[config.mk]
export PLATFORM = sky130hd
export DESIGN_NAME = ps2_host_tx_flat
export DESIGN_NICKNAME = d
export VERILOG_FILES = /design/src/rtl/ps2_pkg.sv /design/src/rtl/ps2_host_tx_if.sv /design/src/rtl/ps2_line_sync.sv /design/src/rtl/ps2_host_tx.sv /design/src/flat_wrapper.sv
export SDC_FILE = /design/constraint.sdc
export NUM_CORES = 1
export LEC_CHECK = 0
export ABC_AREA = 1
export CAP_MARGIN = 20
export CELL_PAD_IN_SITES_DETAIL_PLACEMENT = 1
export CELL_PAD_IN_SITES_GLOBAL_PLACEMENT = 2
export CORE_MARGIN = 5
export CORE_UTILIZATION = 35
export CTS_CLUSTER_DIAMETER = 200
export CTS_CLUSTER_SIZE = 14
export DETAILED_ROUTE_END_ITERATION = 8
export PLACE_DENSITY = 0.84
export SLEW_MARGIN = 20
export SYNTH_ARGS = -nofsm -noshare
export SYNTH_HDL_FRONTEND = slang
export SYNTH_SLANG_ARGS = --single-unit
[constraint.sdc]
create_clock -name clk -period 2.5 [get_ports clk]
set_input_delay 0.5 -clock clk [delete_from_list [all_inputs] [get_ports clk]]
set_output_delay 0.5 -clock clk [all_outputs]
set_load 0.01 [all_outputs]
[src/rtl/ps2_pkg.sv]
`default_nettype none
// ============================================================================
// Module : ps2_pkg
// Purpose: Shared types and constants for the PS/2 host transmit path:
//          FSM state encoding, common keyboard command bytes and the
//          odd-parity helper used when a command byte is latched.
// Ports  : none (package)
// Rev    : 1.0  initial release
// ============================================================================
package ps2_pkg;

  typedef enum logic [2:0] {
    IDLE      = 3'd0,
    INHIBIT   = 3'd1,
    START     = 3'd2,
    SEND      = 3'd3,
    ACK       = 3'd4,
    WAIT_IDLE = 3'd5
  } ps2_state_t;

  localparam logic [7:0] CMD_SET_LED = 8'hED;
  localparam logic [7:0] CMD_RESET   = 8'hFF;

  // PS/2 frames carry odd parity: the parity bit makes the total count of
  // ones across data+parity odd.
  function automatic logic odd_parity(input logic [7:0] b);
    return ~^b;
  endfunction

endpackage : ps2_pkg
`default_nettype wire

[src/rtl/ps2_host_tx_if.sv]
`default_nettype none
// ============================================================================
// Module : ps2_host_tx_if
// Purpose: CPU-side I/O bus of the PS/2 host transmitter.
// Ports  : wrn        - active-low 1-cycle write strobe (CPU -> tx)
//          din[7:0]   - command byte                   (CPU -> tx)
//          busy       - transfer in progress           (tx -> CPU)
//          tx_done    - 1-cycle pulse on ACKed frame   (tx -> CPU)
//          tx_err     - sticky NACK/timeout flag       (tx -> CPU)
//          rx_inhibit - tells receive path to ignore the lines (tx -> rx)
// Rev    : 1.0  initial release
// ============================================================================
interface ps2_host_tx_if;
  logic       wrn;
  logic [7:0] din;
  logic       busy;
  logic       tx_done;
  logic       tx_err;
  logic       rx_inhibit;

  modport master (
    output wrn, din,
    input  busy, tx_done, tx_err, rx_inhibit
  );

  modport slave (
    input  wrn, din,
    output busy, tx_done, tx_err, rx_inhibit
  );
endinterface : ps2_host_tx_if
`default_nettype wire

[src/rtl/ps2_line_sync.sv]
`default_nettype none
// ============================================================================
// Module : ps2_line_sync
// Purpose: Two-flop synchronizer for the raw PS/2 clock and data lines plus
//          a falling-edge pulse on the synchronized clock. Shared with the
//          keyboard receive path.
// Ports  : clk        in  system clock
//          rst        in  asynchronous reset, active-high
//          line_clk   in  raw ps2_clk level
//          line_data  in  raw ps2_data level
//          clk_sync   out synchronized ps2_clk
//          data_sync  out synchronized ps2_data
//          clk_fall   out 1-cycle pulse when clk_sync goes 1 -> 0
// Rev    : 1.0  initial release
// ============================================================================
module ps2_line_sync (
  input  logic clk,
  input  logic rst,
  input  logic line_clk,
  input  logic line_data,
  output logic clk_sync,
  output logic data_sync,
  output logic clk_fall
);

  logic r_clk_meta;
  logic r_clk_sync;
  logic r_clk_prev;
  logic r_data_meta;
  logic r_data_sync;

  // Flops reset to the idle (pulled-up) line level so leaving reset never
  // fabricates a falling edge.
  always_ff @(posedge clk or posedge rst) begin
    if (rst) begin
      r_clk_meta  <= 1'b1;
      r_clk_sync  <= 1'b1;
      r_clk_prev  <= 1'b1;
      r_data_meta <= 1'b1;
      r_data_sync <= 1'b1;
    end else begin
      r_clk_meta  <= line_clk;
      r_clk_sync  <= r_clk_meta;
      r_clk_prev  <= r_clk_sync;
      r_data_meta <= line_data;
      r_data_sync <= r_data_meta;
    end
  end

  assign clk_sync  = r_clk_sync;
  assign data_sync = r_data_sync;
  assign clk_fall  = r_clk_prev & ~r_clk_sync;

endmodule : ps2_line_sync
`default_nettype wire

[src/rtl/ps2_host_tx.sv]
`default_nettype none
// ============================================================================
// Module : ps2_host_tx
// Purpose: Host-to-device PS/2 transmitter. Accepts one command byte from
//          the CPU bus, performs request-to-send (clock inhibit, start bit),
//          shifts data+parity out on device clock falls, releases for the
//          stop bit, checks the device ACK and reports done or error.
// Ports  : clk          in  system clock
//          rst_out      in  asynchronous reset, active-high
//          ps2_clk_in   in  raw ps2_clk line level
//          ps2_data_in  in  raw ps2_data line level
//          bus          if  CPU bus (wrn, din, busy, tx_done, tx_err,
//                           rx_inhibit), slave side
//          ps2_clk_oe   out 1 = pull ps2_clk low
//          ps2_data_oe  out 1 = pull ps2_data low
// Rev    : 1.0  initial release
// ============================================================================
module ps2_host_tx
  import ps2_pkg::*;
#(
  parameter int INHIBIT_CYCLES = 5000,
  parameter int START_CYCLES   = 50,
  parameter int TIMEOUT_CYCLES = 750000
) (
  input  logic           clk,
  input  logic           rst_out,
  input  logic           ps2_clk_in,
  input  logic           ps2_data_in,
  ps2_host_tx_if.slave   bus,
  output logic           ps2_clk_oe,
  output logic           ps2_data_oe
);

  // One down-counter serves both the inhibit and start-bit hold phases.
  localparam int DCNT_MAX = (INHIBIT_CYCLES > START_CYCLES) ? INHIBIT_CYCLES : START_CYCLES;
  localparam int DCNT_W   = $clog2(DCNT_MAX + 1);
  localparam int TMR_W    = $clog2(TIMEOUT_CYCLES + 1);

  localparam logic [DCNT_W-1:0] INHIBIT_LOAD = DCNT_W'(INHIBIT_CYCLES - 1);
  localparam logic [DCNT_W-1:0] START_LOAD   = DCNT_W'(START_CYCLES - 1);
  localparam logic [TMR_W-1:0]  TMR_LIMIT    = TMR_W'(TIMEOUT_CYCLES);

  logic w_clk_sync;
  logic w_data_sync;
  logic w_fall;

  ps2_line_sync u_sync (
    .clk       (clk),
    .rst       (rst_out),
    .line_clk  (ps2_clk_in),
    .line_data (ps2_data_in),
    .clk_sync  (w_clk_sync),
    .data_sync (w_data_sync),
    .clk_fall  (w_fall)
  );

  ps2_state_t        r_state;
  logic [8:0]        r_shift;
  logic [3:0]        r_bitcnt;
  logic [DCNT_W-1:0] r_dcnt;
  logic [TMR_W-1:0]  r_timer;
  logic              r_clk_oe;
  logic              r_data_oe;
  logic              r_busy;
  logic              r_done;
  logic              r_err;

  always_ff @(posedge clk or posedge rst_out) begin
    if (rst_out) begin
      r_state   <= IDLE;
      r_shift   <= '0;
      r_bitcnt  <= '0;
      r_dcnt    <= '0;
      r_timer   <= '0;
      r_clk_oe  <= 1'b0;
      r_data_oe <= 1'b0;
      r_busy    <= 1'b0;
      r_done    <= 1'b0;
      r_err     <= 1'b0;
    end else begin
      r_done <= 1'b0;
      case (r_state)
        IDLE: begin
          // Line activity here is the device talking to the receive path;
          // only a CPU write moves this FSM.
          if (!bus.wrn) begin
            r_shift  <= {odd_parity(bus.din), bus.din};
            r_err    <= 1'b0;
            r_busy   <= 1'b1;
            r_clk_oe <= 1'b1;
            r_dcnt   <= INHIBIT_LOAD;
            r_state  <= INHIBIT;
          end
        end

        INHIBIT: begin
          if (r_dcnt == '0) begin
            r_data_oe <= 1'b1;
            r_dcnt    <= START_LOAD;
            r_state   <= START;
          end else begin
            r_dcnt <= r_dcnt - 1'b1;
          end
        end

        START: begin
          if (r_dcnt == '0) begin
            r_clk_oe <= 1'b0;
            r_bitcnt <= '0;
            r_timer  <= '0;
            r_state  <= SEND;
          end else begin
            r_dcnt <= r_dcnt - 1'b1;
          end
        end

        SEND, ACK, WAIT_IDLE: begin
          if (r_timer == TMR_LIMIT) begin
            // Device stopped clocking: abandon the frame and free the lines.
            r_err     <= 1'b1;
            r_clk_oe  <= 1'b0;
            r_data_oe <= 1'b0;
            r_busy    <= 1'b0;
            r_state   <= IDLE;
          end else begin
            r_timer <= r_timer + 1'b1;
            case (r_state)
              SEND: begin
                if (w_fall) begin
                  r_bitcnt <= r_bitcnt + 1'b1;
                  if (r_bitcnt == 4'd9) begin
                    // Tenth fall: release data so the pull-up forms the stop bit.
                    r_data_oe <= 1'b0;
                    r_state   <= ACK;
                  end else begin
                    // Open-drain: a 0 bit is driven by pulling the line low.
                    r_data_oe <= ~r_shift[0];
                    r_shift   <= {1'b0, r_shift[8:1]};
                  end
                end
              end
              ACK: begin
                if (w_fall) begin
                  if (w_data_sync) begin
                    r_err <= 1'b1;
                  end
                  r_state <= WAIT_IDLE;
                end
              end
              default: begin
                if (w_clk_sync && w_data_sync) begin
                  r_done  <= ~r_err;
                  r_busy  <= 1'b0;
                  r_state <= IDLE;
                end
              end
            endcase
          end
        end

        default: begin
          r_clk_oe  <= 1'b0;
          r_data_oe <= 1'b0;
          r_busy    <= 1'b0;
          r_state   <= IDLE;
        end
      endcase
    end
  end

  assign ps2_clk_oe     = r_clk_oe;
  assign ps2_data_oe    = r_data_oe;
  assign bus.busy       = r_busy;
  assign bus.tx_done    = r_done;
  assign bus.tx_err     = r_err;
  assign bus.rx_inhibit = r_busy;

endmodule : ps2_host_tx
`default_nettype wire

[src/flat_wrapper.sv]
// flat-port wrapper written by rule: the top's interface ports become plain ports
module ps2_host_tx_flat import ps2_pkg::*;
#(
  parameter int INHIBIT_CYCLES = 5000,
  parameter int START_CYCLES   = 50,
  parameter int TIMEOUT_CYCLES = 750000
)
  (clk, rst_out, ps2_clk_in, ps2_data_in, ps2_clk_oe, ps2_data_oe, bus_wrn, bus_din, bus_busy, bus_tx_done, bus_tx_err, bus_rx_inhibit);
  ps2_host_tx_if bus_i ();
  input  logic clk;
  input  logic rst_out;
  input  logic ps2_clk_in;
  input  logic ps2_data_in;
  output logic ps2_clk_oe;
  output logic ps2_data_oe;
  input wire logic [$bits(bus_i.wrn)-1:0] bus_wrn;
  input wire logic [$bits(bus_i.din)-1:0] bus_din;
  output wire logic [$bits(bus_i.busy)-1:0] bus_busy;
  output wire logic [$bits(bus_i.tx_done)-1:0] bus_tx_done;
  output wire logic [$bits(bus_i.tx_err)-1:0] bus_tx_err;
  output wire logic [$bits(bus_i.rx_inhibit)-1:0] bus_rx_inhibit;
  assign bus_i.wrn = bus_wrn;
  assign bus_i.din = bus_din;
  assign bus_busy = bus_i.busy;
  assign bus_tx_done = bus_i.tx_done;
  assign bus_tx_err = bus_i.tx_err;
  assign bus_rx_inhibit = bus_i.rx_inhibit;
  ps2_host_tx #(.INHIBIT_CYCLES(INHIBIT_CYCLES), .START_CYCLES(START_CYCLES), .TIMEOUT_CYCLES(TIMEOUT_CYCLES)) u_core (.clk(clk), .rst_out(rst_out), .ps2_clk_in(ps2_clk_in), .ps2_data_in(ps2_data_in), .bus(bus_i), .ps2_clk_oe(ps2_clk_oe), .ps2_data_oe(ps2_data_oe));
endmodule
== Word-level counts from Yosys, hierarchy flattened ==
Cells that the tools add are included.
Storage, ports and cells
  bits in registers: 59
  bits of input ports: 13
  output and inout bits: 6
  logic and storage cells: 123
Cells by class
  $add $sub $neg: 3
  equal/unequal tests: 26
  muxes and demuxes: 52
  bitwise gates (word level): 7
  reduce and logical (&&, ||, !) cells: 20
Operator list (number)
  9-bit two-way mux: 5
  20-bit two-way mux: 2
  20-bit case mux with 2 select lines: 1
  13-bit two-way mux: 3
  13-bit case mux with 3 select lines: 1
  3-bit two-way mux: 8
  20-bit by 1-bit adder with 20-bit output (second input constant): 1
  20-bit equality test (second input constant): 1
  1-bit two-way mux: 20
  9-bit case mux with 2 select lines: 1
  4-bit two-way mux: 4
  13-bit zero test: 1
  13-bit by 1-bit subtractor with 13-bit output (second input constant): 1
  3-bit case mux with 4 select lines: 1
  4-bit AND reduction: 3
  2-bit inequality test (second input constant): 5
  5-bit AND reduction: 2
  3-bit by 1-bit inequality test with 1-bit output (second input constant): 3
  3-bit by 2-bit inequality test with 1-bit output (second input constant): 3
  2-bit by 1-bit inequality test with 1-bit output (second input constant): 4
  4-bit by 3-bit inequality test with 1-bit output (second input constant): 2
  4-bit case mux with 2 select lines: 1
  8-bit XNOR reduction: 1
  7-bit AND reduction: 1
  other kinds (21): 33

== Depth between registers and ports, before layout ==
Gate-level depths: netlist of the first run.
  depth after elaboration: 6
  gate-level depth with buffers: 12
  depth with buffers taken out: 12

== By module ==
Synthesis of the first run repeated with hierarchy kept, for this count alone.
Unflattened totals
  cells, all modules: 560
  area total of the unflattened synthesis: 3901.2 µm²
By module, submodules not included
  ps2_host_tx: instances 1, cells an instance 552, area an instance 3756.1 µm², seq. area each 1351.3 µm²
  ps2_line_sync: instances 1, cells an instance 8, area an instance 145.1 µm², seq. area each 131.4 µm²

== Worst setup path after synthesis of the first run ==
OpenSTA, ideal clock, no wires.
  kind: register -> register
  start point: register u_core.r_timer[0]
  end point: register u_core.r_shift[8]
  setup time: 123 ps
  data arrival time: 1604 ps
  data required time: 2377 ps
  slack: 772 ps
  stages on the path, launching flop included: 10
  buffers on the path: 0
  period minus slack after synthesis: 1728 ps
  cell sequence: dfrtp_1 -> inv_1 -> ha_1 -> nand2_1 -> nor3_1 -> nand4_2 -> o21ai_2 -> nor2_8 -> nand2_1 -> nand2_1
On the way
  longest elaborated chain between the ends: 3
RTL lines
  start: declaration: line ps2_host_tx.sv:61  | logic [TMR_W-1:0] r_timer;
  start signal: assignment: line ps2_host_tx.sv:126  | r_timer <= r_timer + 1'b1;
  20-bit equality test: line ps2_host_tx.sv:118  | if (r_timer == TMR_LIMIT) begin
  2-bit inequality test (no line)
  6-bit AND reduction (no line)
  end signal: assignment: line ps2_host_tx.sv:87  | r_shift <= {odd_parity(bus.din), bus.din};
  end signal: assignment: line ps2_host_tx.sv:138  | r_shift <= {1'b0, r_shift[8:1]};
  end: declaration: line ps2_host_tx.sv:58  | logic [8:0] r_shift;
No other way between the ends.
A chain may end at the register's enable or synchronous reset.

== Final worst setup path of the first run ==
  start point: register u_core.r_timer[0]
  end point: register u_core.r_shift[7]
Same word-level chain as after synthesis.

==> results of run 1 <==
==> power by group through the flow <==
stage / Clock, mW / Sequential, mW / Combinational [mW]
3_5_place_dp: 0 / 1.44 / 2.51
5_1_grt: 1.00 / 1.46 / 2.82
4_1_cts: 0.968 / 1.43 / 2.52
6_report: 0.938 / 1.43 / 2.47
2_1_floorplan: 0 / 1.40 / 1.89
3_3_place_gp: 0 / 1.43 / 2.44
==> sequential cells by signal, indices dropped and copies added (netlist names) <==
register	cells
u_core.bus.busy	1
u_core.r_dcnt	13
u_core.u_sync.r_clk_prev	1
u_core.u_sync.clk_sync	1
u_core.ps2_clk_oe	1
u_core.u_sync.data_sync	1
u_core.r_shift	9
u_core.r_timer	20
u_core.r_state	3
u_core.bus.tx_done	1
u_core.u_sync.r_clk_meta	1
u_core.r_bitcnt	4
u_core.bus.tx_err	1
u_core.ps2_data_oe	1
u_core.u_sync.r_data_meta	1
==> layer usage <==
layer / share of wire [%] / wire length, µm
met5: 0 / 0
met3: 2.4 / 257
met2: 49 / 5166
met4: 1.4 / 146
met1: 48 / 5065
==> worst min path at each step <==
stage / startpoint / end / slack [ns]
after floorplan: u_core.u_sync.r_clk_meta / u_core.u_sync.clk_sync / 0.35
after global placement: u_core.u_sync.r_clk_meta / u_core.u_sync.clk_sync / 0.35
after detailed placement: u_core.u_sync.r_clk_meta / u_core.u_sync.clk_sync / 0.35
after CTS: u_core.u_sync.r_clk_meta / u_core.u_sync.clk_sync / 0.36
after global routing: u_core.u_sync.r_clk_meta / u_core.u_sync.clk_sync / 0.36
final: u_core.u_sync.r_clk_meta / u_core.u_sync.clk_sync / 0.36
==> worst max-delay path, cell delays in order, from the launching register on <==
cell     delay, ns
dfrtp_1       0.45
inv_1         0.12
ha_1          0.18
nand2_1       0.06
nor3_1        0.19
nand4_2       0.30
o21ai_2       0.53
nor2_8        0.08
nand2_1       0.08
nand2_1       0.05
==> cell families after synthesis <==
logic type / Yosys count / share of synthesized area (%)
buf+inv: 73 / 8.106
flops: 59 / 38.89
xor+xnor: 23 / 5.284
simple gates: 313 / 36.53
fa+ha+maj: 6 / 1.969
compound gates: 61 / 9.222
==> layout by cell type (no fill, tap or decap), types with 2 or more instances in the layout <==
cell type / count
nand2_1: 165
nor2_1: 59
inv_1: 57
dfrtp_1: 54
nand3_1: 45
o21ai_0: 34
clkdlybuf4s50_1: 18
xor2_1: 16
nor3_1: 15
clkbuf_8: 12
nand4_1: 10
o21ai_1: 7
xnor2_1: 7
ha_1: 6
nand2_2: 5
a21oi_1: 5
dfstp_2: 5
inv_2: 4
nor2_4: 4
nand2_4: 3
a22oi_1: 3
o22ai_1: 3
clkbuf_1: 3
buf_4: 3
o2111ai_1: 2
a31oi_1: 2
nor2_2: 2
==> area by class of cell <==
class | instances | area, µm² | share of cell area [%]
sequential | 59 | 1483 | 34.12
tap | 140 | 175.2 | 4.031
multi-input combinational | 403 | 2021 | 46.50
inverter | 62 | 237.7 | 5.471
timing repair buffer | 22 | 222.7 | 5.125
clock buffer | 15 | 176.4 | 4.060
clock inverter | 1 | 30.03 | 0.6910
==> flow_metrics.tcl, run 1 <==
set metrics [dict create \
    fill_cells 1412 \
    rsz0062_at_grt "no" \
    critPathKind "reg -> reg" \
    ir_drop_v 0.0005908 \
    synth-seq-area-share_pct 38.89 \
    die-area_mm2 0.01308 \
    p_comb_share_pct 51.1 \
    vias_per_cell 5.087 \
    synth_nets 554 \
    fin_setup_tns_ns 0 \
    initial_utilization_pct 35.48 \
    synth.yosys.warnings 0 \
    met1_usage_pct 22.75 \
    cts.repair.resized 0 \
    max_freq_mhz 463.0 \
    drt_iter0_drc 99 \
    synth.avg_cell_area_um2 7.126 \
    outcome "completed" \
    grt_pass1_vias 3759 \
    stdcell_area_mm2 0.004345 \
    yosysUniqueCellTypes 38 \
    synth_top_area_cell "dfrtp_1" \
    synth.most_common_cell "nand2_1" \
    ys_seq_elements 59 \
    p_switching_mw 2.295 \
    synthFlopType "dfrtp_1" \
    syn-cell-area_mm2 0.003812 \
    met3_usage_pct 3.118 \
    final_cells 702 \
    fin_ws_ns 0.3403 \
    grt_max_degree 41 \
    reg2reg_setup_slack_ns 0.34 \
    post_dp_cell_area_mm2 0.004139 \
    power.total_mw 4.846 \
    ys_top_cells_by_area "dfrtp_1 (35%), nand2_1 (16%), nand3_1 (5.9%), nor2_1 (5.8%), inv_1 (5.7%)" \
    synthCells 535 \
    totalWireLength_um 10640 \
    overflow 0 \
    powerDensity_mw_per_mm2 1115 \
    seqPwrFrac_pct 29.6 \
    ant_nets 0 \
    post-cts-setup-buffers 0 \
    utilization_pct 40.44 \
    clkTransAtPathRegs_ns 0.06 \
    num_antenna_cells 0 \
    rows 38 \
    place_inst 686 \
    track_usage_pct 17.59 \
    top_level_ports 19 \
    synthArstFlopShare_pct 100.0 \
    power.share.clock_pct 19.4 \
    r2r_cells 9 \
    cts.sinks 59 \
    power.leakage_nw 2.043 \
    avgRoutedWirePerCell_um 15.15 \
    cts_tree "yes" \
    die-height_um 114.4 \
    netlist_top_cells_count "nand2_1 (165), nor2_1 (59), inv_1 (58), dfrtp_1 (54), nand3_1 (45)" \
    min_path_cells 0 \
    fp.dieW_um 114.4 \
    holdWs_ns 0.3598 \
    root_buffer "clkbuf_8" \
    cp.required_ns 2.73 \
    route.vias.total 3571 \
    grt.met2_usage_pct 29.98 \
    drt_first_pass_iters 4 \
    drc 0 \
    insertion_delay_ns 0.35 \
    holdBufCountCts 0 \
    core_region_area_mm2 0.01075 \
    h-tree-depth 3 \
    grt_pass1_wl_um 18350 \
    relSlewSlack_pct 64.85 \
    cp_max_fo 10 \
    period_minus_slack_ns 2.160 \
    critPathLaunchType "register" \
    io_buffer_count 18 \
    antenna_found_initial 0 \
    cap_violations 0 \
    slew_violations 0 \
    gp_congestion 0.8413 \
    reg2reg_from "u_core.r_timer[0]" \
    hold_path_class "reg -> reg" \
    grt_most_used_layer "met2" \
    startpoint "u_core.r_timer[0]" \
    power.share.switching_pct 47.35 \
    syn_to_final_growth_pct 13.98 \
    end_kind "register" \
    clock_path_buffers 2 \
    pre_cts_ws_ns 0.3420 \
    synth-edff-count 0 \
    synth_top_area_share_pct 35.44 \
    internal_power_mw 2.552 \
    finClkSkew_ns 0.01155 \
    fin_crit_sh_pct 86.39 \
    numCtsBuffers 9 \
    setup_viol 0 \
    r2r-end "u_core.r_shift[7]" \
    worstMarginPinSlew_ns 0.5258 \
    hold_viol_final 0 \
    drive_gt1_share_pct 8.185 \
    cp.arrival_ns 2.39 \
    crit_end "u_core.r_shift[7]" \
    final_nets 576 \
    hpwl_um 8038 \
]
Power figures use the tool's default switching activity.
==> run 2, diff against run 1 <==
--- a/config.mk
+++ b/config.mk
@@ -14,6 +14,7 @@
 export CTS_CLUSTER_DIAMETER = 200
 export CTS_CLUSTER_SIZE = 14
 export DETAILED_ROUTE_END_ITERATION = 8
+export MAX_ROUTING_LAYER = met4
 export PLACE_DENSITY = 0.84
 export SLEW_MARGIN = 20
 export SYNTH_ARGS = -nofsm -noshare
==> run 2 against run 1 <==
Final cell count is the same. Non-clock buffer count is the same. Power is essentially flat. Highest routed layer unchanged. Die area is the same. Critical path depth is the same. Largest power group unchanged. Worst hold slack is essentially flat. Setup slack lost 0.0031 ns. Via count shrank 0.34%. Critical endpoint unchanged. Routed wire length grew 0.10%. Sequential power is essentially flat.
==> flow_metrics.tcl, run 2 (synthesized netlist as in run 1, its figures left out) <==
set metrics [dict create \
    outcome "completed" \
    syn_to_final_growth_pct 13.98 \
    rows 38 \
    largest_reg_flops 20 \
    fill_cells 1412 \
    setup_viol 0 \
    core_region_area_mm2 0.01075 \
    r2r_cells 9 \
    io_buffer_count 18 \
    num_antenna_cells 0 \
    cap_violations 0 \
    reg2reg_setup_slack_ns 0.34 \
    period_minus_slack_ns 2.163 \
    finClkSkew_ns 0.01116 \
    ir_drop_v 0.0005886 \
    route.vias.total 3559 \
    power.total_mw 4.849 \
    drive_gt1_share_pct 8.185 \
    fin_crit_sh_pct 86.51 \
    cp.arrival_ns 2.39 \
    ant_nets 0 \
    fp.dieW_um 114.4 \
    utilization_pct 40.44 \
    cts.repair.resized 0 \
    max_flop_register "u_core.r_timer" \
    root_buffer "clkbuf_8" \
    slew_violations 0 \
    critPathLaunchType "register" \
    relSlewSlack_pct 64.81 \
    h-tree-depth 3 \
    hpwl_um 8038 \
    insertion_delay_ns 0.35 \
    grt_pass1_wl_um 18350 \
    top_level_ports 19 \
    rsz0062_at_grt "no" \
    cp_max_fo 10 \
    numCtsBuffers 9 \
    hold_path_class "reg -> reg" \
    drt_first_pass_iters 4 \
    hold_viol_final 0 \
    die-height_um 114.4 \
    grt_pass1_vias 3760 \
    power.leakage_nw 2.043 \
    cts_tree "yes" \
    fin_setup_tns_ns 0 \
    gp_congestion 0.8545 \
    die-area_mm2 0.01308 \
    critPathKind "reg -> reg" \
    final_cell_mix "nand2_1 (165), nor2_1 (59), inv_1 (57), dfrtp_1 (54), nand3_1 (45)" \
    reg2reg_from "u_core.r_timer[0]" \
    holdWs_ns 0.3597 \
    avgRoutedWirePerCell_um 15.17 \
    min_path_cells 0 \
    cp.required_ns 2.73 \
    initial_utilization_pct 35.48 \
    layout_commonest_cell "nand2_1" \
    top_regs "u_core.r_timer (20), u_core.r_dcnt (13), u_core.r_shift (9)" \
    cts.sinks 59 \
    max_freq_mhz 462.4 \
    hold_end "u_core.u_sync.clk_sync" \
    totalWireLength_um 10650 \
    final_nets 576 \
    clkTransAtPathRegs_ns 0.06 \
    post-cts-setup-buffers 0 \
    antenna_found_initial 0 \
    track_usage_pct 18.10 \
    r2r-end "u_core.r_shift[7]" \
    grt_max_degree 41 \
    worstMarginPinSlew_ns 0.5278 \
    holdCritStartpoint "u_core.u_sync.r_clk_meta" \
    end_kind "register" \
    clock_path_buffers 2 \
    holdBufCountCts 0 \
    drc 0 \
    vias_per_cell 5.070 \
    powerDensity_mw_per_mm2 1116 \
    drt_iter0_drc 105 \
    overflow 0 \
]
-- run 2: cell counts in the layout (fill, tap and decap cells not counted) --
No cell type changed its count.
-- run 2: worst max path at each step --
stage	start	end	slack (ns)
final	u_core.r_timer[0]	u_core.r_shift[7]	0.34
after global placement	u_core.r_timer[0]	u_core.r_shift[5]	0.37
after CTS	u_core.r_timer[0]	u_core.r_shift[1]	0.33
after global routing	u_core.r_timer[0]	u_core.r_shift[3]	0.15
after detailed placement	u_core.r_timer[0]	u_core.r_shift[1]	0.34
after floorplan	rst_out	u_core.bus.busy	0.55
-- run 2: routing by layer --
layer | GRT usage [%] | share of wire (%) | wire length [µm] | vias up
met1 | 22.82 | 48 | 5096 | 1748
met3 | 3.066 | 2.3 | 241 | 11
li1 | - | - | - | 1760
met4 | 5.305 | 1.2 | 130 | 0
met5 | - | 0 | 0 | -
met2 | 29.94 | 49 | 5179 | 40
-- run 2: layout make-up --
class	count	area (µm²)	area share, %
Timing Repair Buffer	22	222.7	5.125
Clock buffer	15	176.4	4.060
Multi-Input combinational cell	403	2021	46.50
Inverter	62	237.7	5.471
Sequential cell	59	1483	34.12
Tap cell	140	175.2	4.031
Clock inverter	1	30.03	0.6910
-- run 2: worst max-delay path, stage by stage (launching register included) --
cell	delay (ns)
dfrtp_1	0.45
inv_1	0.12
ha_1	0.18
nand2_1	0.06
nor3_1	0.19
nand4_2	0.29
o21ai_2	0.53
nor2_8	0.08
nand2_1	0.08
nand2_1	0.05
-- run 2: power by group --
part	switching, mW	internal [mW]
logic	1.68	0.795
registers	0.220	1.21
clock network	0.394	0.544
total	2.30	2.55
-- run 2: per-stage QoR --
| stage | cells | cell area [µm²] | setup slack, ns |
|---|---|---|---|
| finish | 702 | 4345 | 0.3373 |
| CTS | 702 | 4345 | 0.3284 |
| global route | 702 | 4345 | 0.1470 |
| global placement | 686 | 4139 | 0.3703 |
| detailed placement | 686 | 4139 | 0.3420 |
| floorplan | 535 | 3812 | 0.5519 |
==> patch 1, RTL diff (config.mk and constraints of run 1) <==
`INHIBIT_CYCLES` is set to 5000 in 2 places; all go to 20000.
--- a/src/rtl/ps2_host_tx.sv
+++ b/src/rtl/ps2_host_tx.sv
@@ -18,7 +18,7 @@
 module ps2_host_tx
   import ps2_pkg::*;
 #(
-  parameter int INHIBIT_CYCLES = 5000,
+  parameter int INHIBIT_CYCLES = 20000,
   parameter int START_CYCLES   = 50,
   parameter int TIMEOUT_CYCLES = 750000
 ) (
--- a/src/flat_wrapper.sv
+++ b/src/flat_wrapper.sv
@@ -1,7 +1,7 @@
 // flat-port wrapper written by rule: the top's interface ports become plain ports
 module ps2_host_tx_flat import ps2_pkg::*;
 #(
-  parameter int INHIBIT_CYCLES = 5000,
+  parameter int INHIBIT_CYCLES = 20000,
   parameter int START_CYCLES   = 50,
   parameter int TIMEOUT_CYCLES = 750000
 )
Function: same outputs for any inputs over 10 cycles, from zero or initial values and one cycle with rst_out high; that may be too few to reach the edited logic, so the function may still have changed.
==> patch 1 against run 1 <==
Worst setup slack better by 0.10 ns; final area increased by 6.1%; largest power group unchanged; clock skew is 0.0050 ns lower; synthesized area increased by 3.7%; highest routed layer unchanged; wire length is 3.2% higher; sequential cell count increased by 2; total power grew 7.9%; die area up 3.4%.
==> patch 1: results (changes against run 1) <==
The flow ran to the end, and the final reports show no timing, DRC or antenna violations. The via count of the first global-routing pass is 3,921 (+4.3%). The global routing usage on met2 is 0.294 (-0.00610). The instance count after placement with tap cells included is 713 (+3.9%). The minimum clock period after layout came out at 2.06 ns (-0.100 ns). The data arrival time of the worst path came out at 2.27 ns (-0.12 ns). The post-route worst hold slack is 0.355 ns (-0.00495 ns).

Clock tree synthesis selected as its root buffer the cell clkbuf_16. The largest registers in the layout are u_core.r_timer (20), u_core.r_dcnt (15), u_core.r_shift (9). By area the synthesized netlist is led by dfrtp_1, nand2_1, nor2_1.

The post-synthesis async set-or-reset flop share is 1.00 (unchanged). The slew of the pin with the lowest slew margin came out at 0.492 ns (-0.0338 ns). The average cell area after synthesis came out at 7.04 um2 (-1.3%). The most critical setup path has its endpoint at u_core.r_timer[2]. The power density over the cells came out at 1130 nW/um2 (+1.7%). The total routing usage reported by global routing is 0.179 (+0.00324). The count of vias placed by the detailed router was 3,671 (+2.8%).

The post-synth net total is 581 (+4.9%). The total inserted antenna cells came out at 0 (unchanged). The number of filler cells placed in the layout is 1,410 (-0.14%).

The buffer levels on the longest clock path was 2 (unchanged). The clock latency on the worst-skew pair came out at 0.33 ns (-0.02 ns). The met3 layer usage reported by global route is 0.0342 (+0.00301). The fraction of met1 tracks used by global routing is 0.240 (+0.0123). The final HPWL from detailed placement was 8.25 mm (+2.6%). The cell count of the worst reg-to-reg path came out at 11 (+2). The warning count from the yosys run came out at 0 (unchanged). The largest net degree at the start of global routing is 31 (-24%). The ratio of cells with drive above 1 in the final layout came out at 0.102 (+0.0200). The setup slack at placement is 0.396 ns (+0.0540 ns). The highest cell delay on the worst timing path came out at 0.39 ns (-0.14 ns). The number of antenna violations at the first check in global routing was 0 (unchanged). The startpoint identified for the worst register-to-register timing path is u_core.r_timer[1]. The first-iteration detailed-routing DRC count was 131 (+32%). The wire length of the first global-routing pass is 19.2 mm (+4.7%).

Counting instances in the post-synthesis netlist gives the leading cell types as nand2_1, nor2_1, inv_1. The register-to-register setup slack came out at 0.44 ns (+0.10 ns). The number of non-filler instances in the completed layout came out at 729 (+3.8%). The total number of nets in the final design came out at 603 (+4.7%). The register clock-pin slew on the reported worst setup and hold paths came out at 0.05 ns.

The weighted congestion at the end of routability-driven global placement is 0.817 (-2.9%). The worst ir drop on vdd was 0.618 mV (+4.5%). The largest individual stage delay along the critical path comes from the cell dfrtp_1.

The proportion of synthesized chip area in sequential cells came out at 0.388 (-0.00125). The top fanout value on the critical path is 17 (+7). The number of gates resized after CTS came out at 0 (unchanged).

The post-detailed-route wirelength per cell is 15.1 um (-0.62%). The area of placed instances came to 4280 um2 (+3.5%). The min-delay analysis places its worst path in the category reg -> reg.

The worst clock skew on the final layout came out at 0.00650 ns (-0.00505 ns). The leakage component of the power is 2.15 nW (+5.2%). The count of different cell masters after synthesis came to 36 (-5.3%).
-- patch 1: cell type report --
type,instances,area share
clock buffer,12,0.0556
multi-input combinational,424,0.455
clock inverter,4,0.0152
timing repair buffer,23,0.0499
sequential,61,0.333
inverter,65,0.0540
tap,140,0.0380
-- patch 1: report_power, final --
group	internal [mW]	switching, mW	leakage (nW)
clock	0.924	0.451	0.163
combinational	0.744	1.66	1.21
sequential	1.24	0.209	0.781
total	2.91	2.32	2.15
-- patch 1: cell families (layout without fill, tap and decap cells) --
logic type      after synthesis  in the layout  share of synthesized area
xor+xnor                     21             21                     0.0465
buf+inv                      77            104                     0.0823
flops                        61             61                      0.388
compound gates               59             59                     0.0902
fa+ha+maj                     6              6                     0.0190
simple gates                338            338                      0.374
-- patch 1: metal layers --
layer  vias up  routed length (um)
met5         -                   0
met4         0                 151
li1       1832                   -
met2        39                5100
met1      1789                5430
met3        11                 301
==> patch 2, RTL diff (settings of run 1) <==
Made on the original files. Re-encode `ps2_state_t` (6 states) as one-hot, 6 bits wide.
--- a/src/rtl/ps2_pkg.sv
+++ b/src/rtl/ps2_pkg.sv
@@ -9,13 +9,13 @@
 // ============================================================================
 package ps2_pkg;
 
-  typedef enum logic [2:0] {
-    IDLE      = 3'd0,
-    INHIBIT   = 3'd1,
-    START     = 3'd2,
-    SEND      = 3'd3,
-    ACK       = 3'd4,
-    WAIT_IDLE = 3'd5
+  typedef enum logic [5:0] {
+    IDLE      = 6'b000001,
+    INHIBIT   = 6'b000010,
+    START     = 6'b000100,
+    SEND      = 6'b001000,
+    ACK       = 6'b010000,
+    WAIT_IDLE = 6'b100000
   } ps2_state_t;
 
   localparam logic [7:0] CMD_SET_LED = 8'hED;
Formal check against the unedited RTL: same outputs for any inputs over 10 cycles, from zero or initial values and one cycle with rst_out high; not proved beyond that.
==> patch 2 against run 1 <==
Sequential cell count is 3 higher; final area increased by 6.5%; wire length rose by 2.7%; total power is 19% lower; sequential power down 6%; synthesized cell count up 3.9%; global-route usage increased by 0.54 points; first-iteration DRC count is 61% higher; worst setup slack gained 0.048 ns; synthesized area grew 3.8%; critical endpoint is now u_core.r_timer[12].
==> patch 2: results (changes against run 1) <==
The first-iteration detailed-routing DRC count came to 159 (+61%). The met2 wire length came out at 5.32 mm (+3.1%). The leakage component of the power came to 2.22 nW (+8.5%).

The number of instances in the synthesized netlist is 556 (+3.9%). The met3 layer usage reported by global route is 0.0290 (-0.00217). The ratio of cells with drive above 1 in the final layout was 0.108 (+0.0258).

The count of vias placed by the detailed router is 3,613 (+1.2%). The weighted congestion at the end of routability-driven global placement came out at 0.831 (-1.3%). The part of the cycle the worst path needs came out at 0.845 (-0.0191). The met3 layer wire length in the routed design came out at 231 um (-10%).

The area of placed instances came out at 4320 um2 (+4.3%). The combinational group power is 1.31 mW (-47%). The sum of internal, switching and leakage power is 3.93 mW (-19%).

The worst ir drop on vdd is 0.443 mV (-25%). The parity-gate share of the synthesized area counting xor and xnor cells is 0.0597 (+0.00690). The post-route worst hold slack came out at 0.355 ns (-0.00432 ns). The top fanout value on the critical path came out at 25 (+15). The global routing usage on met2 came out at 0.308 (+0.00801). The fraction of met1 tracks used by global routing is 0.232 (+0.00480). The remaining max-slew budget at the tightest pin came out at 0.655 (+0.00609).

The power in sequential cells is 1.34 mW (-6%). The power density over the cells came out at 849 nW/um2 (-24%). The count of different cell masters after synthesis came out at 34 (-11%).

The instance count after placement with tap cells included came out at 709 (+3.4%). The most critical setup path has its endpoint at u_core.r_timer[12]. The number of filler cells placed in the layout is 1,388 (-1.7%).

By count the netlist is led by nand2_1, nor2_1, dfrtp_1. Yosys attributes the largest share of cell area to dfrtp_1, nand2_1, nor2_1. The total routing usage reported by global routing is 0.181 (+0.00536). The post-detailed-route wirelength per cell is 15.1 um (-0.57%). The largest individual stage delay along the critical path comes from the cell dfrtp_1.

The via count of the first global-routing pass came out at 3,964 (+5.5%). The average vias per placed instance came out at 4.98 (-2.0%). The setup slack at placement came to 0.113 ns (-0.229 ns). The worst clock skew on the final layout came to 0.00707 ns (-0.00448 ns). The proportion of synthesized chip area in sequential cells came out at 0.394 (+0.00490).

The post-synthesis compound-gate area fraction is 0.0610 (-0.0312). The flow ran to the end, and the final reports show no timing, DRC or antenna violations.
## patch 2: changes by cell type after synthesis, sizes merged, moves of 3 or more
cell,delta
nand2,+19
o21ai,-6
a21oi,+5
nand3,+5
nor3,-4
or2,+4
a22oi,-3
o22ai,-3
## patch 2: worst reg2reg max path: stages, from the launching register on
cell and delay [ns]:
dfrtp_1 0.44, inv_1 0.12, ha_1 0.20, nand2_1 0.06, inv_1 0.06, nand2_1 0.05, nor2_1 0.11, nand3_2 0.18
inv_1 0.15, nand2_2 0.09, nand3_4 0.24, inv_2 0.15, nand2_1 0.08, o21ai_0 0.07
## patch 2: area by class of cell
class,count,share of cell area
inverter,61,0.0500
tap,140,0.0378
clock inverter,6,0.0151
clock buffer,10,0.0516
sequential,62,0.337
timing repair buffer,23,0.0524
multi-input combinational,423,0.456
## patch 2: repair_timing
action | CTS | global route
gates resized for setup | 0 | 1
setup endpoints to repair | 0 | 8
buffers inserted | 0 | 0
